===== config.mk =====
export PLATFORM = sky130hd
export DESIGN_NAME = switch_conditioner
export DESIGN_NICKNAME = d
export VERILOG_FILES = /design/src/rtl/switch_conditioner.sv
export SDC_FILE = /design/constraint.sdc
export NUM_CORES = 1
export LEC_CHECK = 0
export ABC_AREA = 1
export ABC_CLOCK_PERIOD_IN_PS = 1140
export CORE_MARGIN = 2
export CORE_UTILIZATION = 52
export DETAILED_ROUTE_END_ITERATION = 7
export PLACE_DENSITY = 0.76
export SLEW_MARGIN = 10
export SYNTH_ARGS = -nofsm -noshare
export SYNTH_HDL_FRONTEND = slang
export SYNTH_SLANG_ARGS = --single-unit

===== constraint.sdc =====
create_clock -name i_clk -period 1.14 [get_ports i_clk]
set_input_delay 0.228 -clock i_clk [delete_from_list [all_inputs] [get_ports i_clk]]
set_output_delay 0.228 -clock i_clk [all_outputs]
set_load 0.01 [all_outputs]

===== src/rtl/switch_conditioner.sv =====
// -----------------------------------------------------------------------------
// switch_conditioner
//
// Front-end for asynchronous board switches. Each of N_CH channels is
// synchronised through a SYNC_STAGES-deep flop chain, then debounced: a new
// level is accepted only after the synchronised input has differed from the
// current level for DEBOUNCE_CYCLES consecutive cycles. The accepted level is
// published together with one-cycle rise/fall pulses, and an LED output shows
// either the level itself or a per-channel toggle that flips on every rise.
//
// Ports:
//   i_clk    in   1     clock, all state on the rising edge
//   i_rst    in   1     asynchronous active-high reset, clears all state
//   i_mode   in   1     LED source: 0 = debounced level, 1 = toggle register
//   i_sw     in   N_CH  raw asynchronous switch inputs
//   o_level  out  N_CH  debounced, registered level
//   o_rise   out  N_CH  one-cycle pulse on a 0->1 change of o_level
//   o_fall   out  N_CH  one-cycle pulse on a 1->0 change of o_level
//   o_led    out  N_CH  registered LED drive
// -----------------------------------------------------------------------------
module switch_conditioner #(
    parameter int N_CH            = 2,
    parameter int SYNC_STAGES     = 2,
    parameter int DEBOUNCE_CYCLES = 16
) (
    input  logic            i_clk,
    input  logic            i_rst,
    input  logic            i_mode,
    input  logic [N_CH-1:0] i_sw,
    output logic [N_CH-1:0] o_level,
    output logic [N_CH-1:0] o_rise,
    output logic [N_CH-1:0] o_fall,
    output logic [N_CH-1:0] o_led
);

    localparam int CNT_W = $clog2(DEBOUNCE_CYCLES + 1);

    // Count value at which the next differing sample commits the new level.
    localparam logic [CNT_W-1:0] CNT_LAST = CNT_W'(DEBOUNCE_CYCLES - 1);

    // Synchroniser chain: index 0 samples the pins, the top index is the
    // metastability-settled copy that feeds the debouncer.
    logic [SYNC_STAGES-1:0][N_CH-1:0] sync_q, sync_d;
    logic [N_CH-1:0]                  s;

    logic [N_CH-1:0][CNT_W-1:0] cnt_q, cnt_d;
    logic [N_CH-1:0]            level_q, level_d;
    logic [N_CH-1:0]            rise_q, rise_d;
    logic [N_CH-1:0]            fall_q, fall_d;
    logic [N_CH-1:0]            tgl_q, tgl_d;
    logic [N_CH-1:0]            led_q, led_d;

    assign s = sync_q[SYNC_STAGES-1];

    always_comb begin
        // NOTE: every signal gets a default before any conditional assignment,
        // so no path leaves a value unassigned and no latch is inferred.
        sync_d  = {sync_q[SYNC_STAGES-2:0], i_sw};
        cnt_d   = cnt_q;
        level_d = level_q;
        rise_d  = '0;
        fall_d  = '0;

        for (int i = 0; i < N_CH; i++) begin
            if (s[i] == level_q[i]) begin
                // Input agrees with the accepted level: any partial run of
                // differing samples (a glitch) is forgotten.
                cnt_d[i] = '0;
            end else if (cnt_q[i] == CNT_LAST) begin
                // DEBOUNCE_CYCLES-th consecutive differing sample: commit.
                level_d[i] = s[i];
                cnt_d[i]   = '0;
                rise_d[i]  = s[i];
                fall_d[i]  = ~s[i];
            end else begin
                cnt_d[i] = cnt_q[i] + CNT_W'(1);
            end
        end

        // The toggle flips on the same edge that publishes the rise pulse.
        tgl_d = tgl_q ^ rise_d;

        // The LED samples the already-registered source, so it trails the
        // level/toggle by one edge but follows i_mode after a single edge.
        led_d = i_mode ? tgl_q : level_q;
    end

    // NOTE: sequential state is written only with non-blocking assignments so
    // every flop samples the pre-edge values regardless of statement order.
    always_ff @(posedge i_clk or posedge i_rst) begin
        if (i_rst) begin
            sync_q  <= '0;
            cnt_q   <= '0;
            level_q <= '0;
            rise_q  <= '0;
            fall_q  <= '0;
            tgl_q   <= '0;
            led_q   <= '0;
        end else begin
            sync_q  <= sync_d;
            cnt_q   <= cnt_d;
            level_q <= level_d;
            rise_q  <= rise_d;
            fall_q  <= fall_d;
            tgl_q   <= tgl_d;
            led_q   <= led_d;
        end
    end

    assign o_level = level_q;
    assign o_rise  = rise_q;
    assign o_fall  = fall_q;
    assign o_led   = led_q;

endmodule


==> summary.md, run 1 <==
| Metric | Value |
|---|---|
| Met3 usage in global routing | 3.333% |
| Critical path peak fanout | 3 |
| CTS tree | yes |
| CP cell instances | ha_4 -> nand2_4 -> nor2_4 -> nand2_2 -> nand2_1 -> nor2_1 |
| Synth area leader | dfrtp_1 |
| Max Clock Skew | between 0.005 and 0.006 ns |
| GR Util met1 | around a quarter |
| Core Rows | 15 |
| Yosys top cell area share | about three fifths |
| WS Path Type | reg -> reg |
| Grt ovf | 0 |
| Mapped Nets | 108 |
| Crit share post-route | 101.1% |
| GR met2 Demand/Resource | 29.07% |
| Reg2reg end | cnt_q[1]$_DFF_PP0_ |
| Core Box Area | ~0.0018 mm^2 |
| Hold Crit Class | in -> async |
| Worst path slowest cell | dfrtp_1 |
| Post-synthesis adder-cell area fraction | about 2.5% |
| Post-synth top cells | 24 x dfrtp_1, 16 x nand2_1, 13 x nor2_1, 11 x inv_1, 8 x nand3_1 |
| DP HPWL | 1289 um |
| Ys async rst share | 100.0% |
| Final Wtd Congestion | between 0.7 and 0.8 |
| Complex-gate fraction of the synthesized area | under 10% |
| Dpl cells | around 140 |
| Final core occ | about three quarters |
| Yosys reg bits | 24 |
| Vias in the first global route | 654 |
| Largest family of logic cells by synthesized area | simple AND/OR/NAND/NOR gates |
| Power Dens Cells | between 1000 and 1500 mW/mm^2 |
| Worst flop-to-flop path startpoint | cnt_q[1]$_DFF_PP0_ |
| Status | finished with violations |
| Ys Warns | 0 |
| First-pass GRT wire length | ~2800 um |
| Max-slew violations | 0 |
| Final Instance Count excl. Fillers | around 150 |
| CP required | 1.34 ns |
| Crit start category | flip-flop |
| Synthesized instance count | 101 |
| Leak | just under 0.7 nW |
| Final min period | 1.152 ns |
| DRT antenna net count | 0 |
| Htree depth | 1 |
| Clock buffer depth | 2 |
| Final worst slack | -0.01227 ns |
| Mapped cell area | about 0.0010 mm^2 |
| Final total power | between 1 and 1.5 mW |
| Initial antenna violation count | 0 |
| Failing checks | setup timing |
| Post-synthesis xor/xnor area fraction | about 1.7% |
| Die Ht | approximately 48 um |
| Die X | roughly 48 um |
| Setup TNS | -0.01227 ns |
| Largest net degree at the start of global routing | 25 |
| Max-cap violation count | 0 |
| Synth Area in Simple Gates | roughly 29% |
| Worst relative slew slack | a little under nine tenths |
| Clock sink total | 24 |
| Initial Utilization | between 50% and 60% |
| Busiest grt layer | met2 |
| Max Freq | roughly 0.87 GHz |
| Routed WL per cell | roughly 12 um |
| First-iteration detailed-routing DRC count | 5 |
| Root buffer cell | clkbuf_4 |
| Die ar. | 0.002316 mm^2 |
| Num CTS Buffers | 3 |
| Most common cell in the synthesized netlist | dfrtp_1 |
| Fin Hold WS | 0.2306 ns |
| Post-route DRC violation count | 0 |
| Cts hold-fix bufs | 0 |
| Crit path DAT | between 1 and 1.5 ns |
| Distinct cells, synth | 14 |
| Routed vias/inst | 4.928 |
| IO buf count | 12 |
| Mux cell area share after synthesis | 0% |
| Clk slew on worst S/H paths | between 0.1 and 0.15 ns |
| Pre-CTS WS | -0.009524 ns |
| Main synth FF type | dfrtp_1 |
| Post-synth EDFFs | 0 |
| Final Setup Violations | 1 |
| Hold violation count in the final report | 0 |
| R2r setup slk | -0.01 ns |
| Mapped Avg Cell Area | between 10 and 15 um^2 |
| Reg2Reg Depth | 6 |
| Crit-path max cell delay | approximately 0.44 ns |
| Area delta synth->final | 29.91% |
| Nets | ~140 |
| Layout cells sized above 1 | 41.41% |
| IO Count | 13 |
| Final design area excluding fillers | 0.001315 mm^2 |
| Total track usage | 18.63% |
| Worst-Skew Late Latency | approximately 0.3 ns |
| Register area share after synthesis | approximately three fifths |
| Worst Tran Pin Value | roughly 0.21 ns |
| Largest cells by area after synthesis | dfrtp_1 59%, nor3_2 5.9%, nand2_1 5.9% |
| # diodes | 0 |
| Fillers | approximately 120 |
| Vias | around 750 |
| Placed instance area | around 0.0012 mm^2 |
| Routed WL | 1873 um |
| Critical path capture point type | flip-flop |
| RSZ-0062 raised after global routing | true |
| VDD IR max | between 0.0008 and 0.0009 V |
| Pre-antenna DRT Iters | 4 |
==> cell type report <==
class	instances	area, um^2	area share, %
Clock buffer	3	22.52	1.713
Inverter	15	56.30	4.282
Multi-Input combinational cell	62	421.7	32.06
Sequential cell	24	600.6	45.67
Tap cell	25	31.28	2.379
Timing Repair Buffer	24	182.7	13.89
==> cell families (layout without fill, tap and decap cells) <==
family | count (synthesis) | after routing
AND/OR/NAND/NOR | 54 | 54
flip-flops | 24 | 24
buffers and inverters | 15 | 42
AO/OA/AOI/OAI | 4 | 4
adder cells (fa/ha/maj) | 2 | 2
XOR/XNOR | 2 | 2
==> critical path: cells and delay by family, from the launching register on <==
family / cells / cell delay [ns]
flops: 1 / 0.44
fa+ha+maj: 1 / 0.18
simple gates: 5 / 0.43
==> what timing repair did <==
item                                   CTS  global route
setup endpoints to repair               14            14
endpoints found under the hold margin    0             0
setup buffers                            4             3
gates resized for setup                 38            12
pin swaps                                2            10
==> worst max-delay path by stage <==
stage	slack, ns	from	endpoint	depth (start not counted)
CTS	0.0002	cnt_q[6]$_DFF_PP0_	cnt_q[5]$_DFF_PP0_	6
detailed placement	-0.01	cnt_q[6]$_DFF_PP0_	tgl_q[1]$_DFF_PP0_	6
global route	-0.05	cnt_q[1]$_DFF_PP0_	cnt_q[1]$_DFF_PP0_	6
finish	-0.01	cnt_q[1]$_DFF_PP0_	cnt_q[1]$_DFF_PP0_	6
global placement	0.03	cnt_q[6]$_DFF_PP0_	tgl_q[1]$_DFF_PP0_	6
floorplan	0.09	cnt_q[0]$_DFF_PP0_	tgl_q[0]$_DFF_PP0_	6
==> layout by cell type (no fill, tap or decap) <==
cell type	count
nor2_4	4
o21ai_2	1
nand3_1	7
ha_4	2
nor3_2	6
nand2_4	2
buf_2	8
nand3_2	1
buf_12	1
clkdlybuf4s50_1	4
inv_1	11
o21ai_1	1
buf_4	11
nand4_1	2
xor2_1	2
o21ai_0	2
nand2_1	14
nor2_2	6
clkbuf_4	3
inv_2	4
dfrtp_1	24
nor2_1	8
nand2_2	4
==> layer usage <==
layer  share of wire, %  vias up
met3                3.1        4
met2                 49       12
met1                 45      367
met5                  0        -
met4                2.1        0
li1                   -      371
==> registers in the layout (all words and copies together), names as in the netlist <==
name and flops:
cnt_q 10, o_fall 2, o_led 2, o_level 2, o_rise 2, s 2
sync_d 2, tgl_q 2
==> power by group <==
group	internal, mW	switching (mW)
logic	0.0671	0.0648
clock network	0.123	0.230
registers	0.875	0.0297
total	1.07	0.325
(Power assumes the default switching activity.)
==> run 2: changes to the inputs <==
--- a/config.mk
+++ b/config.mk
@@ -5,12 +5,12 @@
 export SDC_FILE = /design/constraint.sdc
 export NUM_CORES = 1
 export LEC_CHECK = 0
-export ABC_AREA = 1
 export ABC_CLOCK_PERIOD_IN_PS = 1140
 export CORE_MARGIN = 2
-export CORE_UTILIZATION = 52
+export CORE_UTILIZATION = 51
+export CTS_CLUSTER_DIAMETER = 200
 export DETAILED_ROUTE_END_ITERATION = 7
-export PLACE_DENSITY = 0.76
+export PLACE_DENSITY = 0.75
 export SLEW_MARGIN = 10
 export SYNTH_ARGS = -nofsm -noshare
 export SYNTH_HDL_FRONTEND = slang
==> summary.md, run 2 <==
| Metric | Value |
|---|---|
| Status | finished with violations |
| Failing checks | setup timing |
| Final worst slack | -0.02810 ns (-0.01583 ns) |
| Final min period | 1.168 ns (+0.01583 ns) |
| Die Ht | 46.41 um (-3.6%) |
| Critical path capture point type | flip-flop |
| Largest net degree at the start of global routing | 25 (unchanged) |
| Routed vias/inst | 4.757 (-3.5%) |
| Hold violation count in the final report | 0 (unchanged) |
| R2r setup slk | -0.03 ns (-0.02 ns) |
| Hold Crit Class | in -> async |
| Total track usage | 16.90% (-1.7 points) |
| CTS tree | yes |
| Core Box Area | 0.001708 mm^2 (-4.2%) |
| IO Count | 13 (unchanged) |
| Met3 routed WL | 28 um (-52%) |
| Largest cells by area after synthesis | dfrtp_1 65%, xor2_1 7.6%, nand4b_4 5.2% |
| Most common cell in the synthesized netlist | dfrtp_1 |
| IO buf count | 12 (unchanged) |
| Commonest non-fill, non-tap cell in the layout | dfrtp_1 |
| Power Dens Cells | 1266 mW/mm^2 (+20%) |
| Synthesized instance count | 61 (-40%) |
| Final Instance Count excl. Fillers | 115 (-25%) |
| Root buffer cell | clkbuf_4 |
| First-iteration detailed-routing DRC count | 4 (-1) |
| Crit share post-route | 102.5% (+1.4 points) |
| Synth area leader | dfrtp_1 |
| WL met2 | 832 um (-9.8%) |
| Final design area excluding fillers | 0.001272 mm^2 (-3.2%) |
| Worst Tran Pin Value | 0.2553 ns (+0.04287 ns) |
| Clock sink total | 24 (unchanged) |
| RSZ-0062 raised after global routing | true |
| Worst Setup SP | cnt_q[0]$_DFF_PP0_ |
| First-pass GRT wire length | 2463 um (-14%) |
| Setup TNS | -0.03931 ns (-0.02704 ns) |
| Yosys reg bits | 24 (unchanged) |
| Ys Warns | 0 (unchanged) |
| Area delta synth->final | 38.74% |
| Die ar. | 0.002153 mm^2 (-7.0%) |
| Final Setup Violations | 3 (+2) |
| Max Clock Skew | 0.01437 ns (+0.008718 ns) |
| Crit path DAT | 1.41 ns (+0.06 ns) |
| Yosys top cell area share | 65.48% (+6.2 points) |
| Distinct cells, synth | 16 (+2) |
| Critical path peak fanout | 3 (unchanged) |
| Max Freq | 0.8561 GHz (-1.4%) |
| Htree depth | 1 (unchanged) |
| Vias in the first global route | 558 (-15%) |
| CP required | 1.38 ns (+0.04 ns) |
| Layout cells sized above 1 | 45.56% (+4.1 points) |
| Most frequent cells in the layout | 24 x dfrtp_1, 10 x buf_4, 8 x buf_2 |
| End of the critical path | tgl_q[0]$_DFF_PP0_ |
| Cts hold-fix bufs | 0 (unchanged) |
| Crit start category | flip-flop |
| VDD IR max | 0.0008944 V (+4.9%) |
| Main synth FF type | dfrtp_1 |
| Final Wtd Congestion | 0.7392 (-3.6%) |
| Worst-Skew Late Latency | 0.31 ns (about the same) |
| Max-slew violations | 0 (unchanged) |
| Num CTS Buffers | 3 (unchanged) |
| Mapped Nets | 68 (-37%) |
| Nets | 98 (-28%) |
| DRT antenna net count | 0 (unchanged) |
| Mapped cell area | 917.1 um^2 (-9.4%) |
| DP HPWL | 1116 um (-13%) |
| Vias | 547 (-27%) |
| Pre-antenna DRT Iters | 4 (unchanged) |
| Mapped Avg Cell Area | 15.03 um^2 (+50%) |
| Initial Utilization | 53.70% (-3.1 points) |
| Routed WL | 1542 um (-18%) |
| Wire length on met1 | 682 um (-20%) |
| Max-cap violation count | 0 (unchanged) |
| Leak | 0.7130 nW (+4.2%) |
| Post-synth EDFFs | 0 (unchanged) |
| Placed instance area | 0.001186 mm^2 (-2.9%) |
| Die X | 46.41 um (-3.6%) |
| Initial antenna violation count | 0 (unchanged) |
| Max reg flops | 10 (unchanged) |
| Core Rows | 15 (unchanged) |
| Register area share after synthesis | 65.48% (+6.2 points) |
| Ys async rst share | 100.0% (unchanged) |
| Routed WL per cell | 13.41 um (+9.5%) |
| Largest register by flop count | cnt_q |
| Worst flop-to-flop path startpoint | cnt_q[0]$_DFF_PP0_ |
| Reg2reg end | tgl_q[0]$_DFF_PP0_ |
| Reg2Reg Depth | 4 (-2) |
| Post-route DRC violation count | 0 (unchanged) |
| Worst relative slew slack | 82.98% (-2.8 points) |
| # diodes | 0 (unchanged) |
| Post-synth top cells | 24 x dfrtp_1, 8 x xor2_1, 4 x mux2_2, 4 x nand2_1, 4 x nor2_1 |
| Top Metal Used | met3 |
| Clk slew on worst S/H paths | 0.13 ns (about the same) |
| Clock buffer depth | 2 (unchanged) |
| WS Path Type | reg -> reg |
| Dpl cells | 110 (-24%) |
| Grt ovf | 0 (unchanged) |
run 2: cell types whose count changed after synthesis, moves of 6 or more:
cell / delta
nor3_2: -6
nor2_1: -9
nand2_1: -12
xor2_1: +6
nand3_1: -6
inv_1: -10
run 2: worst max-delay path, stage by stage (launching register included):
cell and delay, ns:
dfrtp_1 0.40, ha_4 0.16, nand4b_4 0.13, nor3b_4 0.25
xor2_1 0.17
run 2: what timing repair did:
| item | CTS | global route |
|---|---|---|
| gates cloned | 0 | 0 |
| pin swaps | 5 | 2 |
| resized for setup | 37 | 6 |
| setup endpoints to repair | 17 | 15 |
| setup buffers | 1 | 0 |
run 2: worst min-delay path by stage:
| stage | start | end | slack, ns | cells after the start |
|---|---|---|---|---|
| floorplan | i_rst | cnt_q[0]$_DFF_PP0_ | 0.24 | 1 |
| detailed placement | sync_d[3]$_DFF_PP0_ | s[1]$_DFF_PP0_ | 0.34 | 0 |
| global route | i_rst | cnt_q[2]$_DFF_PP0_ | 0.25 | 3 |
| CTS | i_rst | o_fall[0]$_DFF_PP0_ | 0.24 | 3 |
| global placement | sync_d[2]$_DFF_PP0_ | s[0]$_DFF_PP0_ | 0.34 | 0 |
| finish | i_rst | o_fall[0]$_DFF_PP0_ | 0.24 | 3 |
run 2: logic make-up after synthesis:
logic type | Yosys count | share of synthesized area, %
adders and majority gates | 2 | 2.728
buffers and inverters | 1 | 0.4089
muxes | 4 | 4.911
and+or+nand+nor | 20 | 17.46
xor gates and xnor gates | 8 | 7.640
AOI/OAI and AO/OA | 2 | 1.364
DFF | 24 | 65.48
run 2: power by group:
group / switching (mW) / leakage, nW / internal (mW) / total [mW]
registers: 0.0261 / 0.321 / 0.876 / 0.902
logic: 0.0487 / 0.364 / 0.0683 / 0.117
clock network: 0.238 / 0.0279 / 0.355 / 0.593
run 2: routing by layer:
layer	vias to the layer above	global-route usage, %
li1	262	-
met1	280	22.68
met2	5	27.50
met3	0	3.529
met4	0	5.143
met5	-	0
run 2: cell type report:
type                    count  area [um^2]
multi-input cells          36        386.6
fillers                   115        435.4
repair buffers             25        197.7
flip-flops and latches     24        600.6
clock buffers               3        22.52
well taps                  25        31.28
inverters                   1        3.754
clock inverters             1        30.03
run 2: through the flow:
step	total power, mW	hold WS, ns	setup slack (ns)	util [%]
after floorplan	0.9625	0.2426	0.005754	-
after global placement	1.015	0.3350	-0.02921	69.45
after detailed placement	1.022	0.3363	-0.07837	69.45
after CTS	1.631	0.2374	-0.06425	72.53
after global routing	1.692	0.2466	-0.09571	74.51
final	1.611	0.2370	-0.02810	74.51
==> run 3: changes to the inputs <==
--- a/config.mk
+++ b/config.mk
@@ -7,10 +7,10 @@
 export LEC_CHECK = 0
 export ABC_CLOCK_PERIOD_IN_PS = 1140
 export CORE_MARGIN = 2
-export CORE_UTILIZATION = 51
+export CORE_UTILIZATION = 45
 export CTS_CLUSTER_DIAMETER = 200
 export DETAILED_ROUTE_END_ITERATION = 7
-export PLACE_DENSITY = 0.75
+export PLACE_DENSITY = 0.68
 export SLEW_MARGIN = 10
 export SYNTH_ARGS = -nofsm -noshare
 export SYNTH_HDL_FRONTEND = slang
==> summary.md, run 3 (synthesis gave the netlist of run 2 again) <==
| Metric | Value |
|---|---|
| Final min period | 1.211 ns (+0.04320 ns) |
| Worst path top cell family by delay | flip-flops |
| R2r setup slk | -0.07 ns (-0.04 ns) |
| CTS tree | yes |
| Pre-CTS WS | -0.05073 ns (+0.02764 ns) |
| DRT antenna net count | 0 (unchanged) |
| Grt ovf | 0 (unchanged) |
| Clock sink total | 24 (unchanged) |
| Fillers | 158 (+37%) |
| Htree depth | 1 (unchanged) |
| Routed WL | 1463 um (-5.1%) |
| Dpl cells | 109 (-0.91%) |
| Crit share post-route | 106.3% (+3.8 points) |
| Post-route DRC violation count | 0 (unchanged) |
| Root buffer cell | clkbuf_4 |
| Initial antenna violation count | 0 (unchanged) |
| Die Ht | 49.15 um (+5.9%) |
| IO Count | 13 (unchanged) |
| Leak | 0.7074 nW (-0.79%) |
| Vias in the first global route | 617 (+11%) |
| Hold Crit Class | in -> async |
| IO buf count | 12 (unchanged) |
| Crit path buf inv count | 1 (+1) |
| Most frequent cells in the layout | 24 x dfrtp_1, 12 x buf_4, 8 x buf_2 |
| Worst path slowest cell | dfrtp_1 |
| Status | finished with violations |
| Critical path peak fanout | 3 (unchanged) |
| Die X | 49.15 um (+5.9%) |
| Crit-path max cell delay | 0.42 ns (+0.02 ns) |
| Core Box Area | 0.001942 mm^2 (+14%) |
| Setup TNS | -0.1413 ns (-0.1020 ns) |
| Largest net degree at the start of global routing | 25 (unchanged) |
| Crit path DAT | 1.44 ns (+0.03 ns) |
| First-iteration detailed-routing DRC count | 1 (-3) |
| WS Path Type | reg -> reg |
| Crit start category | flip-flop |
| Clk slew on worst S/H paths | 0.12 ns (about the same) |
| Max Clock Skew | 0.001754 ns (-0.01261 ns) |
| Cts hold-fix bufs | 0 (unchanged) |
| Max-cap violation count | 0 (unchanged) |
| Final Wtd Congestion | 0.7560 (+2.3%) |
| Fin Hold WS | 0.2239 ns (-0.01312 ns) |
| Worst-Skew Late Latency | 0.31 ns (about the same) |
| Vias | 540 (-1.3%) |
| Final core occ | 63.98% (-11 points) |
| Failing checks | setup timing |
| Max reg flops | 10 (unchanged) |
| RSZ-0062 raised after global routing | true |
| Nets | 98 (unchanged) |
| Routed WL per cell | 12.50 um (-6.7%) |
| Routed vias/inst | 4.615 (-3.0%) |
| Layout cells sized above 1 | 42.22% (-3.3 points) |
| Num CTS Buffers | 3 (unchanged) |
| Core Rows | 16 (+1) |
| DP HPWL | 967.6 um (-13%) |
| Worst relative slew slack | 82.37% (-0.61 points) |
| Total track usage | 14.38% (-2.5 points) |
| Initial Utilization | 47.23% (-6.5 points) |
| CP required | 1.37 ns (about the same) |
| Area delta synth->final | 35.47% |
| Die ar. | 0.002415 mm^2 (+12%) |
| Final Instance Count excl. Fillers | 117 (+1.7%) |
| # diodes | 0 (unchanged) |
| VDD IR max | 0.0006998 V (-22%) |
| CP cell instances | ha_4 -> nand4b_4 -> buf_4 -> nor3b_1 |
| Max-slew violations | 0 (unchanged) |
| Max Freq | 0.8256 GHz (-3.6%) |
| Critical path capture point type | flip-flop |
| Register area | 600.6 um^2 (unchanged) |
| Final worst slack | -0.07130 ns (-0.04320 ns) |
| First-pass GRT wire length | 2615 um (+6.2%) |
| Clock buffer depth | 2 (unchanged) |
| Pre-antenna DRT Iters | 3 (-1) |
| Power Dens Cells | 1173 mW/mm^2 (-7.4%) |
| Hold violation count in the final report | 0 (unchanged) |
| Multi-input logic area | 377.9 um^2 (-2.3%) |
| Largest register by flop count | cnt_q |
| Commonest non-fill, non-tap cell in the layout | dfrtp_1 |
| Final Setup Violations | 5 (+2) |
| Worst Tran Pin Value | 0.2644 ns (+0.009184 ns) |
run 3: routing by layer:
metal / vias to the layer above / routed length (um) / global-route usage, %
met2: 10 / 711 / 21.62
met3: 5 / 48 / 2.147
li1: 262 / - / -
met4: 0 / 44 / 10.00
met5: - / 0 / 0
met1: 263 / 659 / 19.17
run 3: power breakdown:
part           internal (mW)  total [mW]  leakage, nW  switching, mW
logic                 0.0654       0.111        0.365         0.0456
clock network          0.195       0.443       0.0210          0.248
registers              0.875       0.904        0.321         0.0281
total                   1.14        1.46        0.707          0.321
run 3: layout make-up:
cell class | instances | area share [%]
clock buffer | 4 | 2.920
inverter | 1 | 0.3021
multi-input combinational | 36 | 30.41
sequential | 24 | 48.34
tap | 27 | 2.719
timing repair buffer | 25 | 15.31
run 3: repair_timing:
action                     CTS  global route
setup endpoints to repair   14            18
pin swaps                    5             2
gates resized for setup     35             4
setup buffers                3             1
run 3: per-stage QoR:
stage	cell area (um^2)	total power [mW]
after floorplan	932.1	0.9625
after global placement	1166	1.012
after detailed placement	1166	1.016
after CTS	1206	1.461
after global routing	1242	1.509
final	1242	1.457
run 3: worst paths after layout:
kind | from | endpoint | cells after the start
max | cnt_q[1]$_DFF_PP0_ | o_fall[0]$_DFF_PP0_ | 4
min | i_rst | cnt_q[9]$_DFF_PP0_ | 3
max reg2reg | cnt_q[1]$_DFF_PP0_ | o_fall[0]$_DFF_PP0_ | 4
min reg2reg | sync_d[3]$_DFF_PP0_ | s[1]$_DFF_PP0_ | 0
max in group asynchronous | i_rst | o_led[0]$_DFF_PP0_ | 3
min in group i_clk | i_sw[0] | sync_d[2]$_DFF_PP0_ | 1
run 3: worst reg2reg max path, stage by stage, from the launching register on:
cell and delay (ns):
dfrtp_1 0.42, ha_4 0.16, nand4b_4 0.13, buf_4 0.18, nor3b_1 0.23
